===== config.mk =====
export PLATFORM = sky130hd
export DESIGN_NAME = uartwb_host
export DESIGN_NICKNAME = d
export VERILOG_FILES = /design/src/rtl/uartwb_host.sv
export SDC_FILE = /design/constraint.sdc
export NUM_CORES = 1
export LEC_CHECK = 0
export ABC_CLOCK_PERIOD_IN_PS = 9400
export CAP_MARGIN = 10
export CORE_MARGIN = 8
export CORE_UTILIZATION = 30
export DETAILED_ROUTE_END_ITERATION = 8
export GPL_TIMING_DRIVEN = 0
export PLACE_DENSITY = 0.51
export RECOVER_POWER = 100
export SYNTH_ARGS = -nofsm -noshare
export SYNTH_HDL_FRONTEND = slang
export SYNTH_SLANG_ARGS = --single-unit
export TNS_END_PERCENT = 1

===== constraint.sdc =====
create_clock -name clk_i -period 9.4 [get_ports clk_i]
set_input_delay 2.35 -clock clk_i [delete_from_list [all_inputs] [get_ports clk_i]]
set_output_delay 2.35 -clock clk_i [all_outputs]
set_load 0.005 [all_outputs]

===== src/rtl/uartwb_host.sv =====
// Host-side UART-Wishbone bridge initiator: sends one CMD/ADDR/DATA/CHK frame
// over the Tx byte stream, then collects and checks the bridge's reply from Rx.
module uartwb_host #(
  parameter int unsigned ADDR_WID    = 32,
  parameter int unsigned DATA_WID    = 32,
  parameter int unsigned TIMEOUT_CYC = 1000000
) (
  input  logic                clk_i,
  input  logic                rst_i,
  input  logic                req_i,
  input  logic                req_wr_i,
  input  logic [ADDR_WID-1:0] req_addr_i,
  input  logic [DATA_WID-1:0] req_data_i,
  output logic                busy_o,
  output logic                done_o,
  output logic [1:0]          status_o,
  output logic [DATA_WID-1:0] rdata_o,
  output logic                tx_en_o,
  output logic [7:0]          tx_data_o,
  input  logic                tx_ready_i,
  input  logic                rx_valid_i,
  input  logic [7:0]          rx_data_i
);

  localparam logic [4:0]  ADDR_LAST = 5'(ADDR_WID / 8 - 1);
  localparam logic [4:0]  DATA_LAST = 5'(DATA_WID / 8 - 1);
  localparam logic [31:0] TMO       = 32'(TIMEOUT_CYC);

  typedef enum logic [2:0] {
    IDLE, TX_CMD, TX_ADDR, TX_DATA, TX_CHK, RX_CMD, RX_DATA, DONE
  } state_t;

  state_t              state, nxt;
  logic                wr_q;
  logic [ADDR_WID-1:0] addr_sh;
  logic [DATA_WID-1:0] data_sh, hold_q, nxt_hold;
  logic [7:0]          chk_q, cmd;
  logic [4:0]          ctr;
  logic [31:0]         tmo_q;
  logic [1:0]          stat_q, nxt_stat;
  logic                rx_valid_q, rx_evt, rx_phase, tmo_hit, tx_acc;

  assign cmd      = {7'b0, wr_q};
  assign rx_evt   = rx_valid_i & ~rx_valid_q;
  assign rx_phase = (state == RX_CMD) || (state == RX_DATA);
  // A byte arriving on the expiry cycle takes precedence over the timeout.
  assign tmo_hit  = (TMO != '0) && rx_phase && !rx_evt && (tmo_q == TMO - 32'd1);
  assign tx_acc   = tx_en_o & tx_ready_i;
  assign busy_o   = (state != IDLE);
  assign done_o   = (state == DONE);

  always_comb begin
    nxt       = state;
    nxt_stat  = stat_q;
    nxt_hold  = hold_q;
    tx_en_o   = 1'b0;
    tx_data_o = '0;
    case (state)
      IDLE: if (req_i) nxt = TX_CMD;
      TX_CMD: begin
        tx_en_o   = 1'b1;
        tx_data_o = cmd;
        if (tx_ready_i) nxt = TX_ADDR;
      end
      TX_ADDR: begin
        tx_en_o   = 1'b1;
        tx_data_o = addr_sh[ADDR_WID-1 -: 8];
        if (tx_ready_i && ctr == ADDR_LAST) nxt = TX_DATA;
      end
      TX_DATA: begin
        tx_en_o   = 1'b1;
        tx_data_o = data_sh[DATA_WID-1 -: 8];
        if (tx_ready_i && ctr == DATA_LAST) nxt = TX_CHK;
      end
      TX_CHK: begin
        tx_en_o   = 1'b1;
        tx_data_o = chk_q;
        if (tx_ready_i) nxt = RX_CMD;
      end
      RX_CMD: begin
        // Reads always collect the data bytes, even after a checksum-error echo.
        if (rx_evt) begin
          if (rx_data_i == 8'hFF)   nxt_stat = 2'b01;
          else if (rx_data_i == cmd) nxt_stat = 2'b00;
          else                      nxt_stat = 2'b11;
          nxt = wr_q ? DONE : RX_DATA;
        end else if (tmo_hit) begin
          nxt_stat = 2'b10;
          nxt      = DONE;
        end
      end
      RX_DATA: begin
        if (rx_evt) begin
          nxt_hold = (hold_q << 8) | DATA_WID'(rx_data_i);
          if (ctr == DATA_LAST) nxt = DONE;
        end else if (tmo_hit) begin
          nxt_stat = 2'b10;
          nxt      = DONE;
        end
      end
      DONE:    nxt = IDLE;
      default: nxt = IDLE;
    endcase
  end

  always_ff @(posedge clk_i or posedge rst_i) begin
    if (rst_i) begin
      state      <= IDLE;
      wr_q       <= 1'b0;
      addr_sh    <= '0;
      data_sh    <= '0;
      hold_q     <= '0;
      chk_q      <= '0;
      ctr        <= '0;
      tmo_q      <= '0;
      stat_q     <= '0;
      rx_valid_q <= 1'b1;
      status_o   <= '0;
      rdata_o    <= '0;
    end else begin
      state      <= nxt;
      rx_valid_q <= rx_valid_i;
      stat_q     <= nxt_stat;
      hold_q     <= nxt_hold;
      if (state == IDLE && req_i) begin
        wr_q    <= req_wr_i;
        addr_sh <= req_addr_i;
        data_sh <= req_data_i;
        chk_q   <= 8'hFF;
      end
      if (tx_acc && state != TX_CHK) chk_q <= chk_q ^ tx_data_o;
      if (tx_acc && state == TX_ADDR) addr_sh <= addr_sh << 8;
      if (tx_acc && state == TX_DATA) data_sh <= data_sh << 8;
      if (nxt != state)
        ctr <= '0;
      else if (tx_acc || (state == RX_DATA && rx_evt))
        ctr <= ctr + 5'd1;
      if (!rx_phase || rx_evt) tmo_q <= '0;
      else                     tmo_q <= tmo_q + 32'd1;
      if (nxt == DONE && state != DONE) begin
        status_o <= nxt_stat;
        if (!wr_q && nxt_stat == 2'b00) rdata_o <= nxt_hold;
      end
    end
  end

endmodule


### After elaboration in Yosys (flattened, before gate mapping)

Index checks and enable logic that the tools add are counted.

| operators by class | value |
|---|---|
| add/subtract/negate cells | 2 |
| muxes and demuxes | 30 |
| equality and inequality tests | 15 |
| reductions and logical operators | 25 |
| bitwise logic cells | 5 |

Operators by type and width:

| cell | number |
|---|---|
| $mux W32 | 7 |
| $add A32 B1 Y32 const B | 1 |
| $eq A32 B20 Y1 const B | 1 |
| $or A32 B8 Y32 | 1 |
| $pmux W8 S4 | 1 |
| $mux W3 | 9 |
| $pmux W3 S8 | 1 |
| $mux W8 | 2 |
| $eq A3 B3 Y1 const B | 5 |
| $logic_and A1 B1 Y1 | 10 |
| $mux W2 | 5 |
| $mux W5 | 2 |
| $eq A8 B1 Y1 | 1 |
| $eq A8 B8 Y1 const B | 1 |
| $reduce_bool A2 Y1 | 4 |
| $xor A8 B8 Y8 | 1 |
| $eq A3 B2 Y1 const B | 2 |
| $ne A3 B3 Y1 const B | 2 |
| $add A5 B1 Y5 const B | 1 |
| $eq A5 B2 Y1 const B | 1 |
| $pmux W2 S2 | 1 |
| $reduce_or A4 Y1 | 1 |
| $eq A3 B1 Y1 const B | 1 |
| $logic_not A1 Y1 | 3 |
| 9 further kinds | 13 |

| word-level totals | value |
|---|---|
| logic and storage cells | 89 |
| input port bits | 78 |
| output and inout bits | 45 |
| flip-flop bits (word level) | 182 |

### Longest topological paths before layout

Gate-level depths: netlist (run 1).

| depth | value |
|---|---|
| word-level depth | 11 |
| depth in mapped cells | 9 |

### Least setup slack after synthesis (run 1)

No wires, ideal clock.

| path | value |
|---|---|
| kind | in2reg |
| start point | input port rx_valid_i |
| end point | register rdata_o[0] |
| library setup time | 125 ps |
| stages | 7 |
| arrival | 4,001 ps |
| slack | 5,274 ps |
| required time | 9,275 ps |
| cells stage by stage | nand2b_1 o211ai_2 or4_1 nand3_1 nand4_4 buf_6 mux2_4 |

| between the ends | value |
|---|---|
| word-level cells in the longest chain between the ends | 10 |
| elaborated cells between the ends (all ways) | 19 |

RTL lines:

| what | line | text |
|---|---|---|
| start, declared | 21 | `input logic rx_valid_i,` |
| $and A1 B1 Y1 * | 44 | `assign rx_evt = rx_valid_i & ~rx_valid_q;` |
| $logic_not A1 Y1 | 47 | `assign tmo_hit = (TMO != '0) && rx_phase && !rx_evt && (tmo_q == TMO - 32'd1);` |
| $logic_and A1 B1 Y1 (2 in a row) | 47 |  |
| $mux W3 | 87, 96 |  |
| $mux W3 (on tied branches) | 93, 82 |  |
| $pmux W3 S8 * | 58 | `case (state)` |
| via nxt[0] | 33 | `state_t state, nxt;` |
| $eq A3 B3 Y1 * | 140 | `if (nxt == DONE && state != DONE) begin` |
| $logic_and A1 B1 Y1 * | 140 |  |
| $reduce_and A2 Y1 (no line) * | -- |  |
| end signal, assigned | 142 | `if (!wr_q && nxt_stat == 2'b00) rdata_o <= nxt_hold;` |
| end, declared | 17 | `output logic [DATA_WID-1:0] rdata_o,` |

The timed path passes the listed nets; every way through them passes the cells marked *.
A chain may end at the register's enable or synchronous reset.

==> metrics.yaml, run 1 <==
outcome: "finished, violations left"
violations: "max-capacitance violations, max-slew violations"
critPathRequiredTime_ns: 9.23
cp-start-kind: "input pin"
syn_area_mm2: 0.00805
p_leak_nw: 4.69
period_needed_ns: 5.40
grt_remaining_overflow: 0
setup_viol: 0
combPwrFrac_pct: 24.9
cts_resized: 0
worstHoldEndpoint: "chk_q[4]"
ys_ff_latch: 182
clkPwrFrac_pct: 30.3
io_pins: 123
regToRegStartpoint: "state[0]"
async_reset_ff_share_pct: 100
critPathSlowestCell: "clkinvlp_2"
grt_max_degree: 96
yosysTopAreaCellShare_pct: 56.3
die_height_um: 180
critical-path-max-stage-delay_ns: 2.23
rrSetupSlack_ns: 6.03
hold_buffers: 0
hold_ws_ns: 0.473
final_cell_mix: "dfrtp_1, nor2_1, nand2_1, clkdlybuf4s50_1, mux2_1"
cts_inserted_buffers: 17
swShare_pct: 33.3
hold_violations: 0
path_cells: "dlygate4sd3_1, clkinvlp_2"
cp_max_fo: 88
ys_top_cells_by_area: "dfrtp_1, mux2_4, mux2_2"
drv_slew: 88
htree_levels: 4
p_sw_mw: 0.788
final_net_count: 944
antenna_found_initial: 4
synth_edf_count: 0
syn_avg_cell_area_um2: 11.2
clk_pin_slew_ns: 0.08
synth-warning-count: 0
vias_per_cell: 4.81
antennaDiodeCount: 0
syn_to_final_growth_pct: 26.4
min_path_cells: 1
p_int_mw: 1.58
drt_iter0_markers: 279
min_period_over_period_pct: 57.4
rsz0062_at_grt: "false"
synth_ff_type: "dfrtp_1"
clockRootBuffer: "clkbuf_16"
grt_pass1_vias: 6138
rows: 60
seq_area_frac_synth_pct: 56.6
path_buf_inv: 2
power_frac_seq_pct: 44.8
cp_data_arrival_time_ns: 5.23
crit_family: "buffers and inverters"
cts.sinks: 182
cts_buffer_depth: 2
dpl_worst_slack_ns: 4.31
relSlewSlack_pct: -170
dieArea_mm2: 0.0323
dr.pass1.iters: 4
detail_route.wl_per_cell_um: 16.5
port-buffer-count: 122
min_from: "chk_q[4]"
grt_use_total_pct: 12.8
vdd.ir_drop.worst_mv: 0.115
finClkSkew_ns: 0.0238
nFillCells: 2634
gp_congestion: 0.747
layout_commonest_cell: "dfrtp_1"
worst_slew_pin_slew_ns: 4.03
r2r-end: "rdata_o[10]"
crit_path_end_kind: "asynchronous set/reset pin"
fin_ws_ns: 4.00
holdCritPathClass: "flop to flop"
drive_gt1_share_pct: 6.61
reg2regPathDepth: 9
synth_top_area_cell: "dfrtp_1"
grt_pass1_wl_um: 33600
fp.dieW_um: 180
ant_nets: 0
cap_viol_max_count: 1
cts_setup_buffers: 0
num_vias: 5856
max_freq_mhz: 185
synth_fp_nets: 801
power_density_mw_per_mm2: 233
netlist_instances: 721
crit_type: "input pin to asynchronous set/reset pin"
cts_tree: "done"
coreArea_mm2: 0.0267
hpwl_um: 14600
synth_cell_types: 54
totalWireLength_um: 20200
initial_core_util_pct: 30.2
clk_latency_ns: 0.44
drc_errors: 0
## flip-flops by register name (all words and copies together), names as in the netlist
signal,cells
addr_sh,32
chk_q,8
ctr,5
data_sh,32
hold_q,32
rdata_o,32
rx_valid_q,1
stat_q,2
state,3
status_o,2
tmo_q,32
wr_q,1
## metrics by stage
step	total power, mW	setup TNS, ns	utilization [%]	instances	cell area, um2
floorplan	1.45	0	-	721	8050
global placement	1.71	-114.10	36.4	1184	9700
detailed placement	1.72	0	36.5	1185	9730
CTS	2.45	0	38.7	1217	10300
global route	2.53	0	38.2	1218	10200
finish	2.37	0	38.2	1218	10200
## power by group through the flow
| stage | sequential (mW) | combinational [mW] | clock (mW) |
|---|---|---|---|
| 2_1_floorplan | 1.04 | 0.407 | 0 |
| 3_3_place_gp | 1.08 | 0.635 | 0 |
| 3_5_place_dp | 1.08 | 0.641 | 0 |
| 4_1_cts | 1.07 | 0.645 | 0.737 |
| 5_1_grt | 1.09 | 0.672 | 0.767 |
| 6_report | 1.06 | 0.590 | 0.717 |
## cells by family after synthesis
family,Yosys count,share of synthesized area (%)
AO/OA/AOI/OAI,110,9.22
XOR/XNOR,34,3.70
adder cells (fa/ha/maj),2,0.311
buffers and inverters,44,2.38
flip-flops,182,56.6
multiplexers,77,12.0
AND/OR/NAND/NOR,272,15.8
## layer usage
layer  GRT usage [%]  up-vias  share of wire [%]
met5               0        -               0.25
met4            3.03        8                1.1
met3            5.65       23                7.7
met2            18.8      145                 44
met1            16.9     2819                 47
li1                -     2861                  -
## worst max path at each step
stage	from	to	slack (ns)	cells past startpoint
after floorplan	rst_i	addr_sh[0]	2.11	1
after global placement	rst_i	data_sh[2]	-0.64	2
after detailed placement	tx_ready_i	rdata_o[10]	4.31	9
after CTS	state[2]	tx_data_o[0]	4.15	6
after global routing	rst_i	addr_sh[28]	3.32	2
final	rst_i	addr_sh[27]	4.00	2
## layout make-up
cell class / instances / area (um2) / share of cell area, %
multi-input combinational: 495 / 3180 / 31.2
sequential: 182 / 4560 / 44.8
clock buffer: 18 / 439 / 4.32
timing repair buffer: 124 / 1250 / 12.3
inverter: 6 / 23.8 / 0.234
buffer: 38 / 145 / 1.43
tap: 341 / 427 / 4.19
clock inverter: 14 / 153 / 1.50
## cells in the mapped netlist (2+ instances only)
cell type,n
dfrtp_1,181
nor2_1,95
nand2_1,90
mux2_2,36
mux2_4,30
xor2_1,26
clkbuf_1,25
a22oi_1,24
o22ai_1,24
nand3_1,18
a21oi_1,16
nand4_1,15
o21ai_0,15
mux2i_1,11
and3_1,10
nor3_1,10
nor4_1,10
a22o_1,8
xnor2_1,8
buf_1,7
a211oi_1,6
a31oi_1,6
inv_1,6
and4_1,4
buf_2,3
buf_6,3
nor4b_1,3
and2_1,2
and2b_1,2
ha_1,2
or3_1,2
(Power assumes the default switching activity.)
==> run 2: changes to the inputs <==
--- a/config.mk
+++ b/config.mk
@@ -5,7 +5,7 @@
 export SDC_FILE = /design/constraint.sdc
 export NUM_CORES = 1
 export LEC_CHECK = 0
-export ABC_CLOCK_PERIOD_IN_PS = 9400
+export ABC_CLOCK_PERIOD_IN_PS = 5500
 export CAP_MARGIN = 10
 export CORE_MARGIN = 8
 export CORE_UTILIZATION = 30
==> constraint.sdc (replaced) <==
create_clock -name clk_i -period 5.5 [get_ports clk_i]
set_input_delay 1.375 -clock clk_i [delete_from_list [all_inputs] [get_ports clk_i]]
set_output_delay 1.375 -clock clk_i [all_outputs]
set_load 0.005 [all_outputs]
==> metrics.yaml, run 2 (synthesis results as in run 1) <==
cts_inserted_buffers: 17  # unchanged
coreArea_mm2: 0.0267  # unchanged
worst_slew_pin_slew_ns: 2.17  # -1.86 ns
drt_iter0_markers: 362  # +30%
gp_congestion: 0.747  # about the same
antennaDiodeCount: 0  # unchanged
tns_ns: 0  # unchanged
outcome: "finished, violations left"
cts.sinks: 182  # unchanged
rsz0062_at_grt: "false"
cts_setup_buffers: 0  # unchanged
hpwl_um: 15000  # +2.9%
clockRootBuffer: "clkbuf_16"
die_height_um: 180  # unchanged
power_density_mw_per_mm2: 398  # +71%
dpl_worst_slack_ns: 1.35  # -2.96 ns
drc_errors: 0  # unchanged
rows: 60  # unchanged
num_vias: 5863  # +0.12%
min_period_over_period_pct: 78.1
vias_per_cell: 4.80  # -0.21%
max_freq_mhz: 233
regToRegStartpoint: "state[0]"
grt_use_total_pct: 13.1  # +0.30 points
fin_ws_ns: 1.21  # -2.80 ns
grt_remaining_overflow: 0  # unchanged
crit_type: "flop to output pin"
initial_core_util_pct: 30.2  # unchanged
ant_nets: 0  # unchanged
fp.dieW_um: 180  # unchanged
grt_pass1_wl_um: 34200  # +1.9%
crit_path_end_kind: "output pin"
cts_buffer_depth: 2  # unchanged
grt_pass1_vias: 6180  # +0.68%
startpoint: "state[2]"
path_cells: "buf_2, inv_1, nor3_1, nand2_1, o21ai_0, dlygate4sd3_1"
cts_resized: 0  # unchanged
final_cell_mix: "dfrtp_1, nor2_1, nand2_1, clkdlybuf4s50_1, mux2_1"
dp.cells: 1189  # +0.34%
totalWireLength_um: 20500  # +1.5%
cp-start-kind: "flop"
syn_to_final_growth_pct: 26.8
holdCritPathClass: "flop to flop"
nFillCells: 2677  # +1.6%
critical-path-max-stage-delay_ns: 0.86  # -1.37 ns
port-buffer-count: 122  # unchanged
dieArea_mm2: 0.0323  # unchanged
cts_tree: "done"
drv_slew: 40  # -55%
p_leak_nw: 4.71  # +0.22%
p_total_mw: 4.06  # +72%
fin_area_mm2: 0.0102  # +0.32%
dr.pass1.iters: 4  # unchanged
hold_buffers: 0  # unchanged
io_pins: 123  # unchanged
fin_cells: 1222  # +0.33%
layout_commonest_cell: "dfrtp_1"
hold_violations: 0  # unchanged
detail_route.wl_per_cell_um: 16.7  # +1.2%
setup_viol: 0  # unchanged
cp_data_arrival_time_ns: 2.92  # -2.31 ns
htree_levels: 4  # unchanged
clk_latency_ns: 0.44  # about the same
finClkSkew_ns: 0.0144  # -0.00944 ns
cap_viol_max_count: 1  # unchanged
clk_pin_slew_ns: 0.08  # about the same
grt_max_degree: 41  # -57%
critPathSlowestCell: "nor3_1"
cp_max_fo: 9  # -90%
vdd.ir_drop.worst_mv: 0.190  # +64%
period_needed_ns: 4.29
critPathRequiredTime_ns: 4.12  # -5.11 ns
relSlewSlack_pct: -44.8  # +130 points
postPlaceCellArea_mm2: 0.00980  # +0.71%
final_net_count: 948  # +0.42%
drive_gt1_share_pct: 6.81  # +0.20 points
min_from: "chk_q[6]"
antenna_found_initial: 4  # unchanged
violations: "max-capacitance violations, max-slew violations"
==> run 2: area by class of cell <==
cell class / instances / area, um2 / area share [%]
plain buffers: 38 / 145 / 1.42
clock buffers: 17 / 425 / 4.17
clock inverters: 15 / 174 / 1.70
inverters: 6 / 23.8 / 0.233
multi-input cells: 495 / 3180 / 31.1
flip-flops and latches: 182 / 4560 / 44.6
well taps: 341 / 427 / 4.18
repair buffers: 128 / 1280 / 12.5
==> run 2: power by group <==
part / switching, mW / internal (mW) / leakage [nW]
registers: 0.186 / 1.63 / 2.42
clock network: 0.617 / 0.616 / 0.287
logic: 0.565 / 0.452 / 2.00
==> run 2: path summary, 6_finish.rpt <==
kind / cells after the start / slack [ns] / endpoint
hold reg to reg: 1 / 0.48 / chk_q[6]
max in group asynchronous: 5 / 1.38 / addr_sh[26]
min in group asynchronous: 2 / 1.53 / rdata_o[26]
setup reg to reg: 9 / 2.18 / rdata_o[29]
hold / removal: 1 / 0.48 / chk_q[6]
setup / recovery: 6 / 1.21 / tx_data_o[0]
==> run 2: worst max-delay path: cells and delay by family, from the launching register on <==
kind	cells	cell delay [ns]
buf+inv	3	1.03
compound gates	1	0.18
simple gates	2	0.96
flops	1	0.32
==> run 2: per-layer routing <==
metal	up-vias	share of wire [%]	global-route usage, %
li1	2856	-	-
met1	2832	47	17.7
met2	144	44	19.2
met3	23	7.3	5.20
met4	8	0.99	3.20
met5	-	0.27	0
==> run 2: through the flow <==
| step | utilization (%) | hold slack, ns |
|---|---|---|
| CTS | 39.0 | 0.482 |
| floorplan | - | 0.444 |
| global placement | 36.4 | 0.459 |
| detailed placement | 36.8 | 0.463 |
| global route | 38.3 | 0.490 |
| finish | 38.3 | 0.478 |
